### src/rtl/vlc_rx_pkg.sv
// Shared definitions for the VLC receiver front end: FSM states, default
// geometry/threshold and the R+2G+B luma helper.
package vlc_rx_pkg;

    typedef enum logic [1:0] {
        ST_IDLE   = 2'd0,
        ST_STREAM = 2'd1,
        ST_DONE   = 2'd2
    } state_t;

    localparam int DEF_WIDHT    = 180;
    localparam int DEF_HEIGTH   = 350;
    localparam int DEF_TRESHOLD = 90;

    // 8+9+8 bit terms fit comfortably in 10 bits (max 1020).
    function automatic logic [9:0] luma_sum(input logic [7:0] r, input logic [7:0] g,
                                            input logic [7:0] b);
        return {2'b00, r} + {1'b0, g, 1'b0} + {2'b00, b};
    endfunction

endpackage

### src/rtl/rgb_pixel_packer.sv
// Holds the R and G bytes of the current pixel and presents the luma sum
// combinationally while the B byte is on the input.
module rgb_pixel_packer
    import vlc_rx_pkg::*;
(
    input  logic       clk,
    input  logic       rst,
    input  logic       byte_en,
    input  logic [1:0] phase,
    input  logic [7:0] datain,
    output logic       pix_valid,
    output logic [9:0] luma
);

    logic [7:0] r_reg;
    logic [7:0] g_reg;

    always_ff @(posedge clk) begin
        if (rst) begin
            r_reg <= '0;
            g_reg <= '0;
        end else if (byte_en) begin
            if (phase == 2'd0) r_reg <= datain;
            if (phase == 2'd1) g_reg <= datain;
        end
    end

    assign pix_valid = byte_en && (phase == 2'd2);
    assign luma      = luma_sum(r_reg, g_reg, datain);

endmodule

### src/rtl/vlc_row_binarizer.sv
// Camera byte stream to one bright/dark bit per image row.
// Optional ROW_CNT_OUT_EN exposes the per-row bright-pixel count on row_cnt.
module vlc_row_binarizer
    import vlc_rx_pkg::*;
#(
    parameter int WIDHT    = DEF_WIDHT,
    parameter int HEIGTH   = DEF_HEIGTH,
    parameter int TRESHOLD = DEF_TRESHOLD
) (
    input  logic                      clk,
    input  logic                      rst,
    input  logic                      start,
    input  logic [7:0]                datain,
    output logic                      row_valid,
    output logic                      row_bit,
    output logic [$clog2(HEIGTH)-1:0] row_idx,
    output logic                      frame_done,
    output logic                      frame_abort
`ifdef ROW_CNT_OUT_EN
    ,
    output logic [$clog2(WIDHT+1)-1:0] row_cnt
`endif
);

    localparam int COL_W = $clog2(WIDHT);
    localparam int ROW_W = $clog2(HEIGTH);
    localparam int CNT_W = $clog2(WIDHT + 1);

    localparam logic [9:0]       LUMA_THR = 10'(4 * TRESHOLD);
    localparam logic [COL_W-1:0] COL_LAST = COL_W'(WIDHT - 1);
    localparam logic [ROW_W-1:0] ROW_LAST = ROW_W'(HEIGTH - 1);
    localparam logic [CNT_W:0]   WIDHT_X  = (CNT_W + 1)'(WIDHT);

    state_t            state_reg, state_next;
    logic [1:0]        phase_reg;
    logic [COL_W-1:0]  col_reg;
    logic [ROW_W-1:0]  row_reg;
    logic [CNT_W-1:0]  bright_cnt_reg;
    logic [CNT_W-1:0]  cnt_final;
    logic [CNT_W:0]    cnt_x2;

    logic              byte_en;
    logic              pix_valid;
    logic [9:0]        luma;
    logic              bright;
    logic              row_end;
    logic              frame_end;
    logic              row_bit_next;

    logic              row_valid_reg;
    logic              row_bit_reg;
    logic [ROW_W-1:0]  row_idx_reg;
    logic              frame_done_reg;
    logic              frame_abort_reg;
`ifdef ROW_CNT_OUT_EN
    logic [CNT_W-1:0]  row_cnt_reg;
`endif

    // Overrun bytes in DONE must not touch the datapath.
    assign byte_en = start && (state_reg != ST_DONE);

    rgb_pixel_packer u_packer (
        .clk       (clk),
        .rst       (rst),
        .byte_en   (byte_en),
        .phase     (phase_reg),
        .datain    (datain),
        .pix_valid (pix_valid),
        .luma      (luma)
    );

    always_comb begin
        bright       = (luma >= LUMA_THR);
        cnt_final    = bright_cnt_reg + {{(CNT_W-1){1'b0}}, bright};
        cnt_x2       = {cnt_final, 1'b0};
        row_bit_next = (cnt_x2 > WIDHT_X);
        row_end      = pix_valid && (col_reg == COL_LAST);
        frame_end    = row_end && (row_reg == ROW_LAST);
    end

    always_comb begin
        state_next = state_reg;
        case (state_reg)
            ST_IDLE:   if (start) state_next = ST_STREAM;
            ST_STREAM: begin
                if (!start)         state_next = ST_IDLE;
                else if (frame_end) state_next = ST_DONE;
            end
            ST_DONE:   if (!start) state_next = ST_IDLE;
            default:   state_next = ST_IDLE;
        endcase
    end

    always_ff @(posedge clk) begin
        if (rst) state_reg <= ST_IDLE;
        else     state_reg <= state_next;
    end

    always_ff @(posedge clk) begin
        if (rst) begin
            phase_reg       <= '0;
            col_reg         <= '0;
            row_reg         <= '0;
            bright_cnt_reg  <= '0;
            row_valid_reg   <= 1'b0;
            row_bit_reg     <= 1'b0;
            row_idx_reg     <= '0;
            frame_done_reg  <= 1'b0;
            frame_abort_reg <= 1'b0;
`ifdef ROW_CNT_OUT_EN
            row_cnt_reg     <= '0;
`endif
        end else begin
            row_valid_reg   <= 1'b0;
            frame_done_reg  <= 1'b0;
            frame_abort_reg <= 1'b0;
            if (state_reg == ST_STREAM && !start) begin
                // Partial frame: drop the partial row and rewind for the next frame.
                frame_abort_reg <= 1'b1;
                phase_reg       <= '0;
                col_reg         <= '0;
                row_reg         <= '0;
                bright_cnt_reg  <= '0;
            end else if (byte_en) begin
                phase_reg <= (phase_reg == 2'd2) ? 2'd0 : phase_reg + 2'd1;
                if (pix_valid) begin
                    if (row_end) begin
                        row_valid_reg  <= 1'b1;
                        row_bit_reg    <= row_bit_next;
                        row_idx_reg    <= row_reg;
                        frame_done_reg <= frame_end;
`ifdef ROW_CNT_OUT_EN
                        row_cnt_reg    <= cnt_final;
`endif
                        bright_cnt_reg <= '0;
                        col_reg        <= '0;
                        row_reg        <= frame_end ? '0 : row_reg + ROW_W'(1);
                    end else begin
                        bright_cnt_reg <= cnt_final;
                        col_reg        <= col_reg + COL_W'(1);
                    end
                end
            end
        end
    end

    assign row_valid   = row_valid_reg;
    assign row_bit     = row_bit_reg;
    assign row_idx     = row_idx_reg;
    assign frame_done  = frame_done_reg;
    assign frame_abort = frame_abort_reg;
`ifdef ROW_CNT_OUT_EN
    assign row_cnt     = row_cnt_reg;
`endif

endmodule

### config.mk
export PLATFORM = sky130hd
export DESIGN_NAME = vlc_row_binarizer
export DESIGN_NICKNAME = d
export VERILOG_FILES = /design/src/rtl/vlc_rx_pkg.sv /design/src/rtl/rgb_pixel_packer.sv /design/src/rtl/vlc_row_binarizer.sv
export SDC_FILE = /design/constraint.sdc
export NUM_CORES = 1
export LEC_CHECK = 0
export CAP_MARGIN = 20
export CORE_MARGIN = 2
export CORE_UTILIZATION = 40
export DETAILED_ROUTE_END_ITERATION = 10
export HOLD_SLACK_MARGIN = 0.05
export PLACE_DENSITY_LB_ADDON = 0.08
export SKIP_LAST_GASP = 1
export SYNTH_ARGS = -nofsm -noshare
export SYNTH_HDL_FRONTEND = slang
export SYNTH_SLANG_ARGS = --single-unit
### constraint.sdc
create_clock -name clk -period 8.2 [get_ports clk]
set_input_delay 0.82 -clock clk [delete_from_list [all_inputs] [get_ports clk]]
set_output_delay 0.82 -clock clk [all_outputs]
set_load 0.05 [all_outputs]
# --- After elaboration in Yosys (flattened, before gate mapping) ---
# Index checks and enable logic that the tools add are counted.
# W data, S select, Z words.
word_totals:
  regBits: 58
  latch_bits: 0
  mem_bits_rw: 0
  mem_bits_ro: 0
  input_bits: 11
  out_inout_bits: 13
  n_memories: 0
classes:
  add_sub_neg: 6
  mul: 0
  n_div: 0
  n_lt_le_gt_ge: 2
  eq_ne: 10
  n_shift: 0
  n_mux: 11
  bitwise_logic: 4
  n_reduce_logical: 17
op_table:
  columns: ["op", "count"]
  rows:
  - ["$mux W8", 2]
  - ["$add A10 B8 Y10", 1]
  - ["$add A8 B9 Y10", 1]
  - ["$ge A10 B9 Y1 const B", 1]
  - ["$mux W2", 5]
  - ["$add A9 B1 Y9 const B", 1]
  - ["$eq A9 B9 Y1 const B", 1]
  - ["$gt A9 B8 Y1 const B", 1]
  - ["$mux W9", 1]
  - ["$add A8 B1 Y8", 1]
  - ["$add A8 B1 Y8 const B", 1]
  - ["$eq A8 B8 Y1 const B", 1]
  - ["$ne A2 B2 Y1 const B", 3]
  - ["$pmux W2 S3", 1]
  - ["$reduce_and A2 Y1", 3]
  - ["$reduce_and A3 Y1", 2]
  - ["$logic_and A1 B1 Y1", 5]
  - ["$reduce_or A5 Y1", 1]
  - ["$eq A2 B1 Y1 const B", 2]
  - ["$eq A2 B2 Y1 const B", 2]
  - ["$logic_not A2 Y1", 2]
  - ["$not A1 Y1", 4]
  - ["$reduce_and A4 Y1", 1]
  - ["$reduce_or A4 Y1", 1]
  - ["5 further kinds", 6]

# --- Logic depth before layout (Yosys ltp) ---
# Gate-level depths: netlist of run 1.
logic_depth:
  word_depth: 8
  mapped_depth: 17

# --- By module ---
# From an unflattened synthesis of run 1, not the netlist that was laid out.
hier_totals:
  cells_unflattened: 355
  area_unflattened_um2: 3093.0
by_module_without_submodules:
  columns: ["module", "instances", "cells_each", "area_per_inst_um2", "seq_area_each_um2"]
  rows:
  - ["vlc_row_binarizer", 1, 240, 1983.2, 840.8]
  - ["rgb_pixel_packer", 1, 115, 1109.8, 320.3]

# --- Worst setup path before layout of run 1 ---
# Ideal clock, no wire load.
synth_path:
  path_type: "in2reg"
  start: "in datain[1]"
  end: "reg row_bit_reg, in the netlist row_bit"
  setup_time_ns: 0.086
  t_arrival_ns: 4.511
  setup_slack_ns: 3.604
  stages: 17
  n_path_buf: 0
  cell_sequence: "inv_1 fa_1 inv_1 ha_1 fa_1 a21o_1 a221o_1 a21oi_1 mux2_2 a32oi_1 ha_1 ha_1 nand3_1 or2_2 a211oi_1 o21ai_0 a211oi_1"
synth_between:
  elab_chain_cells: 4
synth_rtl:
  columns: ["element", "line_no", "text"]
  rows:
  - ["from (decl)", "vlc_row_binarizer.sv:13", "input logic [7:0] datain,"]
  - ["$add A10 B8 Y10", "vlc_rx_pkg.sv:18", "return {2'b00, r} + {1'b0, g, 1'b0} + {2'b00, b};"]
  - ["$ge A10 B9 Y1", "vlc_row_binarizer.sv:73", "bright = (luma >= LUMA_THR);"]
  - ["$add A8 B1 Y8", "vlc_row_binarizer.sv:74", "cnt_final = bright_cnt_reg + {{(CNT_W-1){1'b0}}, bright};"]
  - ["$gt A9 B8 Y1", "vlc_row_binarizer.sv:76", "row_bit_next = (cnt_x2 > WIDHT_X);"]
  - ["to (signal assigned)", "vlc_row_binarizer.sv:129", "row_bit_reg <= row_bit_next;"]
  - ["to (decl)", "vlc_row_binarizer.sv:51", "logic row_bit_reg;"]
# Every way passes these cells.
# A chain may end at the register's enable or synchronous reset.

# --- Worst setup path in the final report of run 1 ---
# Ends and elaborated chain as after synthesis.

==> flow_metrics.py, run 1 <==
metrics = {
    "clocking": {
        "cts_tree": "yes",
        "cts_buffer_depth": 2,
        "cts.htree.levels": 3,
        "clock_latency_ns": 0.34,
        "cts_setup_buffers": 0,
        "postCtsHoldBufs": 0,
        "cts_made_buffers": 9,
        "root_buffer": "clkbuf_8",
        "ctsResizeCount": 0,
        "cts.sinks": 58,
        "cts.clk_slew.worst_paths_ns": 0.07,
    },
    "timing": {
        "min_period_ns": 5.09,
        "worstMarginPinSlew_ns": 0.580,
        "setup_ws_ns": 3.11,
        "min_period_over_period_pct": 62.1,
        "grt_setup_unrepaired": "false",
        "setup_viol_count_final": 0,
        "tns_ns": 0,
        "fmaxAchievable_ghz": 0.196,
        "hold_violations": 0,
        "skew_ns": 0.0102,
        "relSlewSlack_pct": 61.2,
        "report.final.slew_viol_count": 0,
    },
    "worst_setup_path": {
        "worstPathArrival_ns": 5.34,
        "ff2ff_path_depth": 17,
        "critPathLaunchType": "primary input",
        "required_ns": 8.45,
        "crit_chain": "clkdlybuf4s50_1, inv_1, fa_1, inv_1, ha_1, fa_1, a21o_1, a221o_1, a21oi_1, mux2_2, a32oi_1, ha_1, ha_1, nand3_1, or2_2, a211oi_1, o21ai_0, a211oi_1",
        "worstSetupEndpointType": "register",
        "cp_max_fo": 6,
        "critPathMaxStageDelay_ns": 0.53,
        "critical_path_class": "primary input to register",
        "crit_slowest_cell": "fa_1",
        "crit_top_cell": "ha_1",
    },
    "synthesis": {
        "synth_top_family_by_area": "simple AND/OR/NAND/NOR gates",
        "synth_cells": 350,
        "synth_area_um2": 3080,
        "yosysUniqueCellTypes": 55,
        "async_reset_ff_share_pct": 0,
        "syn-num-nets": 383,
        "ys_warn_count": 0,
        "muxShareOfSynthArea_pct": 6.21,
        "avgSynthCellArea_um2": 8.80,
        "synth.top_cell.area_share_pct": 37.7,
        "yosysSeqAreaShare_pct": 37.7,
        "synthXorXnorAreaFrac_pct": 4.26,
        "synthAdderAreaFrac_pct": 11.2,
        "synth_compound_area_share_pct": 12.6,
        "synth_ff_type": "dfxtp_1",
        "synth_edf_count": 0,
        "yosysMostFrequentCell": "dfxtp_1",
        "yosys.area_share.simple_pct": 24.9,
        "ys_ff_latch": 58,
        "synth_common_cells": "dfxtp_1 (58), nor2_1 (53), nand2_1 (37)",
        "synthTopCellsByArea": "dfxtp_1 (38%), nor2_1 (6.5%), mux2i_1 (5.8%), ha_1 (5.7%), fa_1 (5.2%)",
        "yosysTopAreaCell": "dfxtp_1",
    },
    "finish": {
        "fin_cells": 483,
        "antenna_cells": 0,
        "finalNetCount": 409,
        "seq_area_um2": 1160,
        "multiInputGateArea_um2": 1830,
        "syn_to_final_growth_pct": 17.6,
        "post-route-util_pct": 47.6,
        "drive_gt1_share_pct": 8.14,
        "n_fill_cell": 754,
    },
    "placed_design": {
        "io_buffers": 23,
        "gp_congestion": 0.825,
        "post-place-cells": 467,
        "dp_slack_ns": 2.77,
        "dp_hpwl_um": 4390,
    },
    "power": {
        "powerDensity_nw_per_um2": 176,
        "p_leak_nw": 1.39,
        "ir_worst_vdd_v": 0.0000694,
    },
    "global_routing": {
        "grt_pass1_wl_um": 10800,
        "first_global_vias": 2334,
        "antenna_found_initial": 0,
        "grt_usage_pct": 16.1,
        "overflow": 0,
        "grt_max_degree": 33,
    },
    "route": {
        "wirelength_um": 6260,
        "dr_total_vias": 2512,
        "viasPerCell": 5.20,
        "met3WireLength_um": 230,
        "wl_met2_um": 2770,
        "drt-pass1-iter-count": 4,
        "routed.top_layer": "met4",
        "wl_per_cell_um": 13.0,
        "ant_nets": 0,
        "wl_met1_um": 3130,
        "drtIter0Drc": 101,
        "drcViolationCount": 0,
    },
    "floorplanning": {
        "fp.dieArea_um2": 8420,
        "ios": 24,
        "die_w_um": 91.8,
        "die_y_um": 91.8,
        "fp-row-count": 32,
        "start_util_pct": 40.5,
        "core-area_um2": 7610,
    },
    "job": {
        "maxCapViolations": 0,
    },
    "hold_path": {
        "hold_depth": 2,
        "hold_class": "register to register",
    },
    "run_status": {
        "outcome": "finished clean",
    },
}
-- per-layer routing --
layer,track usage [%],vias to the layer above
li1,-,1272
met1,21.3,1183
met2,25.4,44
met3,3.45,13
met4,6.72,0
met5,0,-
-- final cells by class --
type,count,share of cell area [%]
multi-input combinational,267,50.5
sequential,58,32.0
timing repair buffer,25,6.77
clock buffer,10,3.80
tap,102,3.52
clock inverter,6,1.83
inverter,15,1.55
-- power by group --
part / switching (mW) / leakage (nW) / internal, mW
clock: 0.122 / 0.0945 / 0.148
combinational: 0.0419 / 0.824 / 0.0339
sequential: 0.00374 / 0.470 / 0.287
total: 0.168 / 1.39 / 0.469
-- worst max-delay path, delay by kind of cell --
family	cells	cell delay, ns
multiplexers	1	0.34
AO/OA/AOI/OAI	7	1.40
buffers and inverters	3	0.61
adder cells (fa/ha/maj)	5	1.65
AND/OR/NAND/NOR	2	0.51
-- worst paths after layout --
check / from / to / slack (ns)
min: row_idx[0]$_SDFFE_PP0P_ / row_idx[0]$_SDFFE_PP0P_ / 0.45
min reg2reg: row_idx[0]$_SDFFE_PP0P_ / row_idx[0]$_SDFFE_PP0P_ / 0.45
max: datain[1] / row_bit$_SDFFE_PP0P_ / 3.11
max reg2reg: u_packer.g_reg[0]$_SDFFE_PP0P_ / row_bit$_SDFFE_PP0P_ / 3.81
-- cell families (layout without fill, tap and decap cells) --
| family | Yosys count | after routing |
|---|---|---|
| compound gates | 59 | 59 |
| xor+xnor | 15 | 15 |
| fa+ha+maj | 23 | 23 |
| buf+inv | 25 | 56 |
| flops | 58 | 58 |
| mux | 19 | 19 |
| simple gates | 151 | 151 |
-- placed cells by master, fill, tap and decap left out, types with 2 or more instances in the layout --
cell and n:
nor3_1 7, a211oi_1 5, and3_1 2, clkdlybuf4s50_1 23
nor4_1 6, nand2b_1 7, fa_1 8, nor2b_1 2
or2_2 3, ha_1 14, inv_1 15, xnor2_1 12
nand3b_1 3, dfxtp_1 58, clkbuf_8 10, nand2_1 37
nand3_1 6, and2_1 2, buf_4 2, nand4_1 3
o21ai_0 6, and4_1 3, nor2_1 53, a22oi_1 7
nand4b_1 2, xor2_1 3, or3_1 3, a21o_1 6
o211ai_1 2, mux2i_1 18, a21oi_1 22, clkinvlp_4 3
-- through the flow --
stage | power [mW] | instance area, µm² | hold slack (ns)
after CTS | 0.646 | 3620 | 0.458
after detailed placement | 0.373 | 3420 | 0.447
after global placement | 0.373 | 3420 | 0.443
after global routing | 0.673 | 3620 | 0.482
after floorplan | 0.352 | 3080 | 0.444
final | 0.637 | 3620 | 0.454
(Power assumes the default switching activity.)
==> run 2, diff against run 1 <==
==> constraint.sdc (replaced) <==
create_clock -name clk -period 4.59 [get_ports clk]
set_input_delay 0.459 -clock clk [delete_from_list [all_inputs] [get_ports clk]]
set_output_delay 0.459 -clock clk [all_outputs]
set_load 0.05 [all_outputs]
==> flow_metrics.py, run 2 (synthesis gave the netlist of run 1 again) <==
metrics = {
    "run_status": {
        "outcome": "finished clean",
    },
    "power": {
        "p_sw_uw": 299,
        "p_total_mw": 1.14,
        "ir_worst_vdd_v": 0.000139,
        "internal_power_uw": 845,
        "combPwrFrac_pct": 12.7,
        "powerDensity_nw_per_um2": 305,
        "p_leak_nw": 1.44,
        "seq_power_share_pct": 45.4,
        "p_sw_share_pct": 26.1,
        "power_frac_clock_pct": 41.8,
    },
    "floorplanning": {
        "start_util_pct": 40.5,
        "die_w_um": 91.8,
        "ios": 24,
        "die_y_um": 91.8,
        "fp-row-count": 32,
        "core-area_um2": 7610,
        "fp.dieArea_um2": 8420,
    },
    "finish": {
        "antenna_cells": 0,
        "final_design_area_no_fill_um2": 3750,
        "n_fill_cell": 757,
        "layout_commonest_cell": "dfxtp_1",
        "finalNetCount": 422,
        "post-route-util_pct": 49.3,
        "drive_gt1_share_pct": 12.7,
        "most-common-layout-cells": "dfxtp_1 (58), nor2_1 (53), nand2_1 (37), clkdlybuf4s50_1 (23), a21oi_1 (22)",
        "syn_to_final_growth_pct": 21.8,
    },
    "placed_design": {
        "dp_slack_ns": -0.219,
        "gp_congestion": 0.856,
        "placed_area_um2": 3520,
        "io_buffers": 23,
        "dp_hpwl_um": 4530,
    },
    "route": {
        "viasPerCell": 5.07,
        "wl_per_cell_um": 13.0,
        "drcViolationCount": 0,
        "ant_nets": 0,
        "wirelength_um": 6430,
        "drtIter0Drc": 100,
        "dr_total_vias": 2513,
        "drt-pass1-iter-count": 4,
    },
    "worst_setup_path": {
        "worstPathArrival_ns": 4.52,
        "critPathTopFamily": "adder cells",
        "critPathLaunchType": "primary input",
        "critical_path_class": "primary input to register",
        "critPathLaunch": "datain[1]",
        "crit_end": "row_bit$_SDFFE_PP0P_",
        "worstReg2RegEnd": "row_bit$_SDFFE_PP0P_",
        "worstSetupEndpointType": "register",
        "reg2reg_slack_ns": 0.64,
        "ff2ff_path_depth": 17,
        "critPathMaxStageDelay_ns": 0.53,
        "crit_chain": "clkdlybuf4s50_1, inv_1, fa_1, inv_1, ha_2, fa_2, a21o_1, a221o_1, a21oi_1, mux2_2, a32oi_1, ha_2, ha_4, nand3_2, or2_2, nor3_1, nor3_1, a211oi_1",
        "cp_max_fo": 4,
        "r2r_start": "u_packer.g_reg[0]$_SDFFE_PP0P_",
        "crit_slowest_cell": "fa_1",
        "critical_path_buf_inv_count": 3,
        "path_depth": 18,
        "required_ns": 4.84,
    },
    "clocking": {
        "cts.clk_slew.worst_paths_ns": 0.07,
        "root_buffer": "clkbuf_8",
        "cts_tree": "yes",
        "clock_latency_ns": 0.34,
        "cts_buffer_depth": 2,
        "cts.sinks": 58,
        "cts_setup_buffers": 0,
        "cts_made_buffers": 9,
        "cts.htree.levels": 3,
    },
    "timing": {
        "grt_setup_unrepaired": "false",
        "setup_ws_ns": 0.320,
        "relSlewSlack_pct": 61.8,
        "min_period_over_period_pct": 93.0,
        "min_period_ns": 4.27,
        "fmaxAchievable_ghz": 0.234,
        "skew_ns": 0.0126,
        "hold_violations": 0,
        "report.final.slew_viol_count": 0,
        "worstMarginPinSlew_ns": 0.572,
        "setup_viol_count_final": 0,
    },
    "hold_path": {
        "hold_class": "register to register",
    },
    "global_routing": {
        "grt_usage_pct": 17.2,
        "globalRouteMet1Util_pct": 22.2,
        "overflow": 0,
        "antenna_found_initial": 0,
        "grt_pass1_wl_um": 11500,
        "grt.met2_usage_pct": 27.6,
        "busiest_layer": "met2",
        "grt_max_degree": 33,
        "groute.layer.met3.usage_pct": 3.86,
        "first_global_vias": 2439,
    },
    "job": {
        "maxCapViolations": 0,
    },
}
run 2: cell types whose count changed in the layout (fill, tap and decap cells not counted), sizes merged:
cell,delta
buf,+13
run 2: worst min path at each step:
stage | from | end | slack (ns) | depth (start not counted)
4_1_cts | row_idx[0]$_SDFFE_PP0P_ | row_idx[0]$_SDFFE_PP0P_ | 0.46 | 2
5_1_grt | row_idx[3]$_SDFFE_PP0P_ | row_idx[3]$_SDFFE_PP0P_ | 0.48 | 2
3_3_place_gp | row_idx[6]$_SDFFE_PP0P_ | row_idx[6]$_SDFFE_PP0P_ | 0.44 | 2
6_report | row_idx[3]$_SDFFE_PP0P_ | row_idx[3]$_SDFFE_PP0P_ | 0.46 | 2
2_1_floorplan | state_reg[1]$_SDFFE_PP0P_ | state_reg[0]$_SDFFE_PP0P_ | 0.44 | 1
3_5_place_dp | row_idx[4]$_SDFFE_PP0P_ | row_idx[4]$_SDFFE_PP0P_ | 0.45 | 2
run 2: power by group through the flow:
stage / clock network, mW / registers, mW / logic [mW]
3_5_place_dp: 0 / 0.531 / 0.144
5_1_grt: 0.525 / 0.521 / 0.166
2_1_floorplan: 0 / 0.530 / 0.0985
4_1_cts: 0.497 / 0.519 / 0.146
3_3_place_gp: 0 / 0.531 / 0.144
6_report: 0.479 / 0.519 / 0.146
run 2: what timing repair did:
action                                  4_1_cts  5_1_grt
resized for setup                             0        9
hold buffers                                  0        0
endpoints found under the setup margin        0        1
run 2: routing by layer:
| metal | routed length (µm) | up-vias |
|---|---|---|
| met1 | 3210 | 1165 |
| met5 | 0 | - |
| met2 | 2900 | 38 |
| met3 | 207 | 11 |
| met4 | 114 | 0 |
| li1 | - | 1299 |
run 2: final cells by class:
type                            instances  area [µm²]  share of cell area (%)
Clock buffer                           10         138                    3.67
Clock inverter                          6        66.3                    1.77
Inverter                               15        56.3                    1.50
Multi-Input combinational cell        267        1860                    49.6
Sequential cell                        58        1160                    30.9
Tap cell                              102         128                    3.40
Timing Repair Buffer                   38         343                    9.13
run 2: tightest hold or removal path, cell delays in order (launching register included):
cell     delay, ns
dfxtp_1       0.31
nand2_1       0.05
a21oi_1       0.05
run 2: per-stage QoR:
stage | hold slack, ns | setup TNS [ns] | std cells
after floorplan | 0.444 | 0 | 350
after global placement | 0.442 | -0.209 | 480
after detailed placement | 0.451 | -0.339 | 480
after CTS | 0.461 | 0 | 496
after global routing | 0.479 | 0 | 496
final | 0.456 | 0 | 496
